**src/rtl/pll_pkg.sv**
```systemverilog
// pll_pkg: constants and helpers shared by the PLL stimulus and measurement
// blocks (sweep_gen, nco, freq_counter).
//   CLK_HZ    - sys_clk frequency in Hz
//   TW_SCALE  - round(2^48 / CLK_HZ); tuning word = (f_hz * TW_SCALE) >> 16
//   ACC_W     - phase accumulator width; square wave is the accumulator MSB
//   FREQ_W    - width of frequency values in Hz
//   sweep_state_t - sweep FSM encoding
//   freq_to_tw    - Hz to tuning word, saturated to just below half the clock
package pll_pkg;

  localparam int unsigned    CLK_HZ   = 50_000_000;
  localparam logic [63:0]    TW_SCALE = 64'd5_629_500;
  localparam int             ACC_W    = 32;
  localparam int             FREQ_W   = 32;

  // Largest tuning word that still yields a clean square wave (MSB toggles
  // at most once per clock).
  localparam logic [63:0]    TW_MAX   = (64'd1 << (ACC_W - 1)) - 64'd1;

  typedef enum logic [1:0] {
    IDLE = 2'd0,
    LOAD = 2'd1,
    RUN  = 2'd2,
    DONE = 2'd3
  } sweep_state_t;

  function automatic logic [ACC_W-1:0] freq_to_tw(input logic [FREQ_W-1:0] f_hz);
    logic [63:0] prod;
    logic [63:0] shifted;
    prod    = {{(64-FREQ_W){1'b0}}, f_hz} * TW_SCALE;
    shifted = prod >> 16;
    if (shifted > TW_MAX) begin
      return TW_MAX[ACC_W-1:0];
    end
    return shifted[ACC_W-1:0];
  endfunction

endpackage

```
**src/rtl/sweep_tw_calc.sv**
```systemverilog
// sweep_tw_calc: registered frequency-to-tuning-word conversion, 1-cycle latency.
//   clk    in   system clock
//   reset  in   synchronous, active-high; clears tw
//   f_hz   in   requested frequency in Hz
//   tw     out  phase increment per clock, saturated to 2^(ACC_W-1)-1
module sweep_tw_calc
  import pll_pkg::*;
(
  input  logic              clk,
  input  logic              reset,
  input  logic [FREQ_W-1:0] f_hz,
  output logic [ACC_W-1:0]  tw
);

  always_ff @(posedge clk) begin
    if (reset) begin
      tw <= '0;
    end else begin
      tw <= freq_to_tw(f_hz);
    end
  end

endmodule

```
**src/rtl/sweep_gen.sv**
```systemverilog
// sweep_gen: phase-accumulator square-wave source that steps its frequency
// from f_start to f_stop in f_step increments, holding each step for dwell
// clocks. The accumulator never pauses while running, so the output is
// phase-continuous across frequency steps.
//
// Handshake: start is a 1-cycle request accepted only in IDLE (and only when
// abort is low); busy is high while the request is being served (LOAD/RUN);
// done pulses for one cycle when a sweep ends normally. abort is a level that
// returns the block to IDLE on the next edge without a done pulse.
//
//   sys_clk    in   system clock
//   reset      in   synchronous, active-high
//   start      in   1-cycle pulse; latches sweep parameters
//   abort      in   level; ends a sweep next cycle, no done
//   f_start    in   first frequency, Hz
//   f_stop     in   last allowed frequency, Hz (inclusive)
//   f_step     in   increment, Hz; 0 = continuous tone at f_start
//   dwell      in   clocks per step; 0 treated as 1
//   A          out  generated square wave (accumulator MSB)
//   cur_freq   out  frequency currently commanded, Hz
//   busy       out  high in LOAD/RUN
//   done       out  1-cycle pulse at normal sweep end
//   step_tick  out  1-cycle pulse when cur_freq advances
//   fsm_state  out  current FSM state, for observation
module sweep_gen
  import pll_pkg::*;
(
  input  logic              sys_clk,
  input  logic              reset,
  input  logic              start,
  input  logic              abort,
  input  logic [FREQ_W-1:0] f_start,
  input  logic [FREQ_W-1:0] f_stop,
  input  logic [FREQ_W-1:0] f_step,
  input  logic [31:0]       dwell,
  output logic              A,
  output logic [FREQ_W-1:0] cur_freq,
  output logic              busy,
  output logic              done,
  output logic              step_tick,
  output sweep_state_t      fsm_state
);

  sweep_state_t      state;
  sweep_state_t      next_state;

  logic [FREQ_W-1:0] f_stop_q;
  logic [FREQ_W-1:0] f_step_q;
  logic [31:0]       dwell_q;
  logic [31:0]       dwell_cnt;
  logic [ACC_W-1:0]  acc;
  logic [ACC_W-1:0]  tw;

  logic              accept;
  logic              dwell_end;
  logic [FREQ_W:0]   nxt_freq;
  logic              past_stop;

  // tw follows cur_freq one cycle later; LOAD exists so the first RUN cycle
  // already sees the tuning word for f_start.
  sweep_tw_calc u_tw (
    .clk   (sys_clk),
    .reset (reset),
    .f_hz  (cur_freq),
    .tw    (tw)
  );

  assign accept    = start && !abort;
  assign dwell_end = (dwell_cnt == dwell_q - 32'd1);
  // One extra bit so a step past 2^32-1 is seen as overflow, not a wrap.
  assign nxt_freq  = {1'b0, cur_freq} + {1'b0, f_step_q};
  assign past_stop = nxt_freq[FREQ_W] || (nxt_freq[FREQ_W-1:0] > f_stop_q);

  assign A         = acc[ACC_W-1];
  assign fsm_state = state;

  always_comb begin
    next_state = state;
    busy       = 1'b0;
    done       = 1'b0;
    step_tick  = 1'b0;
    case (state)
      IDLE: begin
        if (accept) next_state = LOAD;
      end
      LOAD: begin
        busy       = 1'b1;
        next_state = abort ? IDLE : RUN;
      end
      RUN: begin
        busy = 1'b1;
        if (abort) begin
          next_state = IDLE;
        end else if (dwell_end && (f_step_q != '0)) begin
          if (past_stop) next_state = DONE;
          else           step_tick  = 1'b1;
        end
      end
      DONE: begin
        done       = 1'b1;
        next_state = IDLE;
      end
      default: next_state = IDLE;
    endcase
  end

  always_ff @(posedge sys_clk) begin
    if (reset) begin
      state     <= IDLE;
      acc       <= '0;
      cur_freq  <= '0;
      f_stop_q  <= '0;
      f_step_q  <= '0;
      dwell_q   <= '0;
      dwell_cnt <= '0;
    end else begin
      state <= next_state;
      case (state)
        IDLE: begin
          acc       <= '0;
          dwell_cnt <= '0;
          if (accept) begin
            cur_freq <= f_start;
            f_stop_q <= f_stop;
            f_step_q <= f_step;
            dwell_q  <= (dwell == 32'd0) ? 32'd1 : dwell;
          end
        end
        LOAD: begin
          dwell_cnt <= '0;
          if (abort) acc <= '0;
        end
        RUN: begin
          if (abort) begin
            acc       <= '0;
            dwell_cnt <= '0;
          end else begin
            acc <= acc + tw;
            if (dwell_end) dwell_cnt <= '0;
            else           dwell_cnt <= dwell_cnt + 32'd1;
            if (step_tick) cur_freq <= nxt_freq[FREQ_W-1:0];
          end
        end
        DONE: begin
          acc       <= '0;
          dwell_cnt <= '0;
        end
        default: begin
          acc       <= '0;
          dwell_cnt <= '0;
        end
      endcase
    end
  end

endmodule
```
**config.mk**
```make
export PLATFORM = sky130hd
export DESIGN_NAME = sweep_gen
export DESIGN_NICKNAME = d
export VERILOG_FILES = /design/src/rtl/pll_pkg.sv /design/src/rtl/sweep_tw_calc.sv /design/src/rtl/sweep_gen.sv
export SDC_FILE = /design/constraint.sdc
export NUM_CORES = 2
export LEC_CHECK = 0
export CORE_MARGIN = 2
export CORE_UTILIZATION = 26
export DETAILED_ROUTE_END_ITERATION = 10
export GPL_TIMING_DRIVEN = 0
export PLACE_DENSITY = 0.52
export RECOVER_POWER = 50
export SYNTH_ARGS = -nofsm -noshare
export SYNTH_HDL_FRONTEND = slang
export SYNTH_HIERARCHICAL = 1
export SYNTH_SLANG_ARGS = --single-unit
```
**constraint.sdc**
```tcl
create_clock -name sys_clk -period 10.48 [get_ports sys_clk]
set_input_delay 2.62 -clock sys_clk [delete_from_list [all_inputs] [get_ports sys_clk]]
set_output_delay 2.62 -clock sys_clk [all_outputs]
set_load 0.01 [all_outputs]
```
==> impl_metrics.csv <==
group,metric,value,unit
run_status,status,"finished, final reports clean",
die,die_h,323.2,um
clock_network,cts_htree_levels,1,
die,io_pins,170,
setup_path,slowest_delay,1.01,ns
clock_network,cts.sinks,226,
timing,timing.final.ws_setup,0.4483,ns
clock_network,cts-root-buf,"clkbuf_16",
setup_path,end_kind,"output port",
yosys,ys_ff_latch,226,
yosys,synth_area_leaders,"fa_1 (21%), ha_1 (19%), dfxtp_1 (17%)",
global_route,grt_overflow,0,
finish,nets,3942,
timing,worst_slew_pin_slew,1.214,ns
setup_path,path_class,"reg -> out",
die,rows,117,
setup_path,worstPathCellList,"ha_1, nand4_1, a2111oi_0, a22oi_1, a31oi_1, a31oi_1, o21ai_0, xor2_1, ha_1, nand4_1, nor4_1, and3_1, nor2_1, o21ai_0, nand4_1, nor4_4, clkdlybuf4s50_1",
setup_path,slowest_stage,"dfxtp_1",
timing,finalMaxSlewViolations,0,
detailed_routing,vias,21533,
global_route,gr-usage-all-layers,15.77,%
timing,fin_skew,0.06710,ns
setup_path,crit_path_frequent_cell,"nand4_1",
timing,slew_headroom,19.03,%
global_route,grt_max_degree,18,
placed_design,gp_congestion,0.9043,
power,powerDensity,322.0,mW/mm^2
global_route,grt_pass1_wl,128000,um
timing,rsz0062_at_grt,"no",
yosys,synth_fp_nets,3741,
detailed_routing,wl,82690,um
timing,fin_crit_sh,95.72,%
detailed_routing,drt_iter0_drc,1145,
yosys,synth-edff-count,0,
yosys,synth_cell_types,93,
timing,post-route-min-period,10.03,ns
yosys,synth_warnings,6,
yosys,syn_area,0.02648,mm^2
timing,setup_viol_count_final,0,
power,power.share.combinational,78.6,%
yosys,syn_inst,2931,
die,start_util,26.10,%
finish,drive_above_1_share,3.867,%
timing,fmax,99.68,MHz
detailed_routing,drc,0,
finish,most-common-layout-cells,"ha_1 (396), inv_1 (323), nand2_1 (302), fa_1 (282), a21oi_1 (237)",
timing,setup_tns,0,ns
run,max-cap-violations,0,
min_path,hp-class,"reg -> reg",
detailed_routing,wl_per_cell,18.28,um
clock_network,post_cts_buffers,0,
clock_network,clk_latency,0.62,ns
detailed_routing,first_pass_iters,6,
yosys,async_flop_share,0,%
finish,final_common_cell,"ha_1",
placed_design,place_hpwl,69490,um
setup_path,path_max_fanout,13,
finish,area_growth,16.72,%
die,die_x,323.2,um
global_route,grt_pass1_vias,22091,
die,core,0.1014,mm^2
yosys,synth_top_area_cell,"fa_1",
finish,post-route-util,30.47,%
power,power_frac_seq,10.8,%
timing,hold_viol,0,
setup_path,startpoint_type,"flip-flop",
yosys,synth_top_cell_area_share,21.32,%
clock_network,clk_pin_slew,0.06,ns
power,peakVddDrop,317.3,uV
placed_design,portBuffers,169,
clock_network,cts_made_buffers,30,
global_route,antenna_found_initial,3,
yosys,syn_area_per_cell,9.035,um^2
setup_path,arrival,7.41,ns
clock_network,clock_path_buffers,3,
yosys,ys.flop_type,"dfxtp_1",
detailed_routing,viasPerCell,4.760,
detailed_routing,drt.antenna.violating_nets,0,
setup_path,cp_data_required_time,7.86,ns
die,die_area,0.1044,mm^2
placed_design,pre_cts_slack,0.7366,ns
power,switchingPower,5.369,mW
power,clkPwrFrac,10.5,%
yosys,ys_seq_area_share,17.08,%
timing,hold_slack,0.4543,ns
power,p_leak,13.74,nW
power,swShare,53.94,%
power,p_int,4.585,mW
clock_network,cts_tree,"built",
==> Yosys cell counts (29+ instances only) <==
library cell / number
nand3_1: 52
fa_1: 282
ha_1: 396
inv_1: 323
dfxtp_1: 226
nand2_1: 302
nor4_1: 29
a21o_1: 40
nor3_1: 52
mux2i_1: 29
clkbuf_1: 74
o21ai_0: 78
nand4_1: 48
xor2_1: 66
a211oi_1: 42
a31oi_1: 52
nor2_1: 140
a21oi_1: 237
xnor2_1: 94
==> logic make-up (layout without fill, tap and decap cells) <==
family | count (synthesis) | in the layout | synth area share (%)
DFF | 226 | 226 | 17.08
and+or+nand+nor | 763 | 763 | 14.12
other | 1 | 2 | 0.01416
AOI/OAI and AO/OA | 637 | 637 | 15.65
muxes | 32 | 32 | 1.224
adders and majority gates | 678 | 678 | 40.03
buffers and inverters | 434 | 658 | 6.596
xor gates and xnor gates | 160 | 160 | 5.291
==> per-layer routing <==
layer	global-route usage, %	part of all wire, %	vias to the layer above
li1	-	-	10631
met1	20.98	46	10386
met2	27.48	48	433
met3	1.709	3.7	83
met4	3.235	2.1	0
met5	0	0	-
==> state kept, by name, indices dropped and copies added (netlist names) <==
name,count
acc,32
cur_freq,32
dwell_cnt,32
dwell_q,32
f_step_q,32
f_stop_q,32
fsm_state,2
u_tw/tw,32
==> metrics by stage <==
step / instances / area [um^2] / total power [mW]
after floorplan: 2931 / 26480 / 6.775
after global placement: 4468 / 29890 / 8.821
after detailed placement: 4468 / 29890 / 8.819
after CTS: 4523 / 30900 / 9.974
after global routing: 4523 / 30910 / 11.00
final: 4524 / 30910 / 9.953
==> final cells by class <==
type                       count  area [um^2]
antenna                        1        2.502
buffer                       110        526.8
multi-input combinational   2271        20220
clock buffer                  43        849.6
fill                       10754        70540
timing repair buffer         169         1692
clock inverter                12        168.9
sequential                   226         4524
inverter                     324         1216
tap                         1368         1712
==> what timing repair did <==
| action | 4_1_cts | 5_1_grt |
|---|---|---|
| hold buffers | 0 | 0 |
| setup endpoints to repair | 0 | 1 |
| resized for setup | 0 | 1 |
==> path summary, 6_finish.rpt <==
| path | startpoint | end | slack [ns] | cells after the start |
|---|---|---|---|---|
| setup / recovery | cur_freq[11] | step_tick | 0.45 | 17 |
| hold / removal | f_stop_q[3] | f_stop_q[3] | 0.45 | 2 |
| setup reg to reg | cur_freq[14] | u_tw/tw[1] | 2.42 | 19 |
| hold reg to reg | f_stop_q[3] | f_stop_q[3] | 0.45 | 2 |
==> critical path, delay by kind of cell, from the launching register on <==
| kind | cells | cell delay, ns |
|---|---|---|
| and+or+nand+nor | 7 | 2.32 |
| DFF | 1 | 1.01 |
| xor gates and xnor gates | 1 | 0.40 |
| adders and majority gates | 2 | 0.63 |
| buffers and inverters | 1 | 0.65 |
| AOI/OAI and AO/OA | 6 | 1.84 |
==> power groups by stage <==
stage	sequential, mW	combinational (mW)	clock, mW
detailed placement	1.10	7.72	0
global route	1.09	8.80	1.11
CTS	1.08	7.81	1.08
global placement	1.10	7.72	0
floorplan	1.04	5.74	0
finish	1.08	7.83	1.05
(Power assumes the default switching activity.)
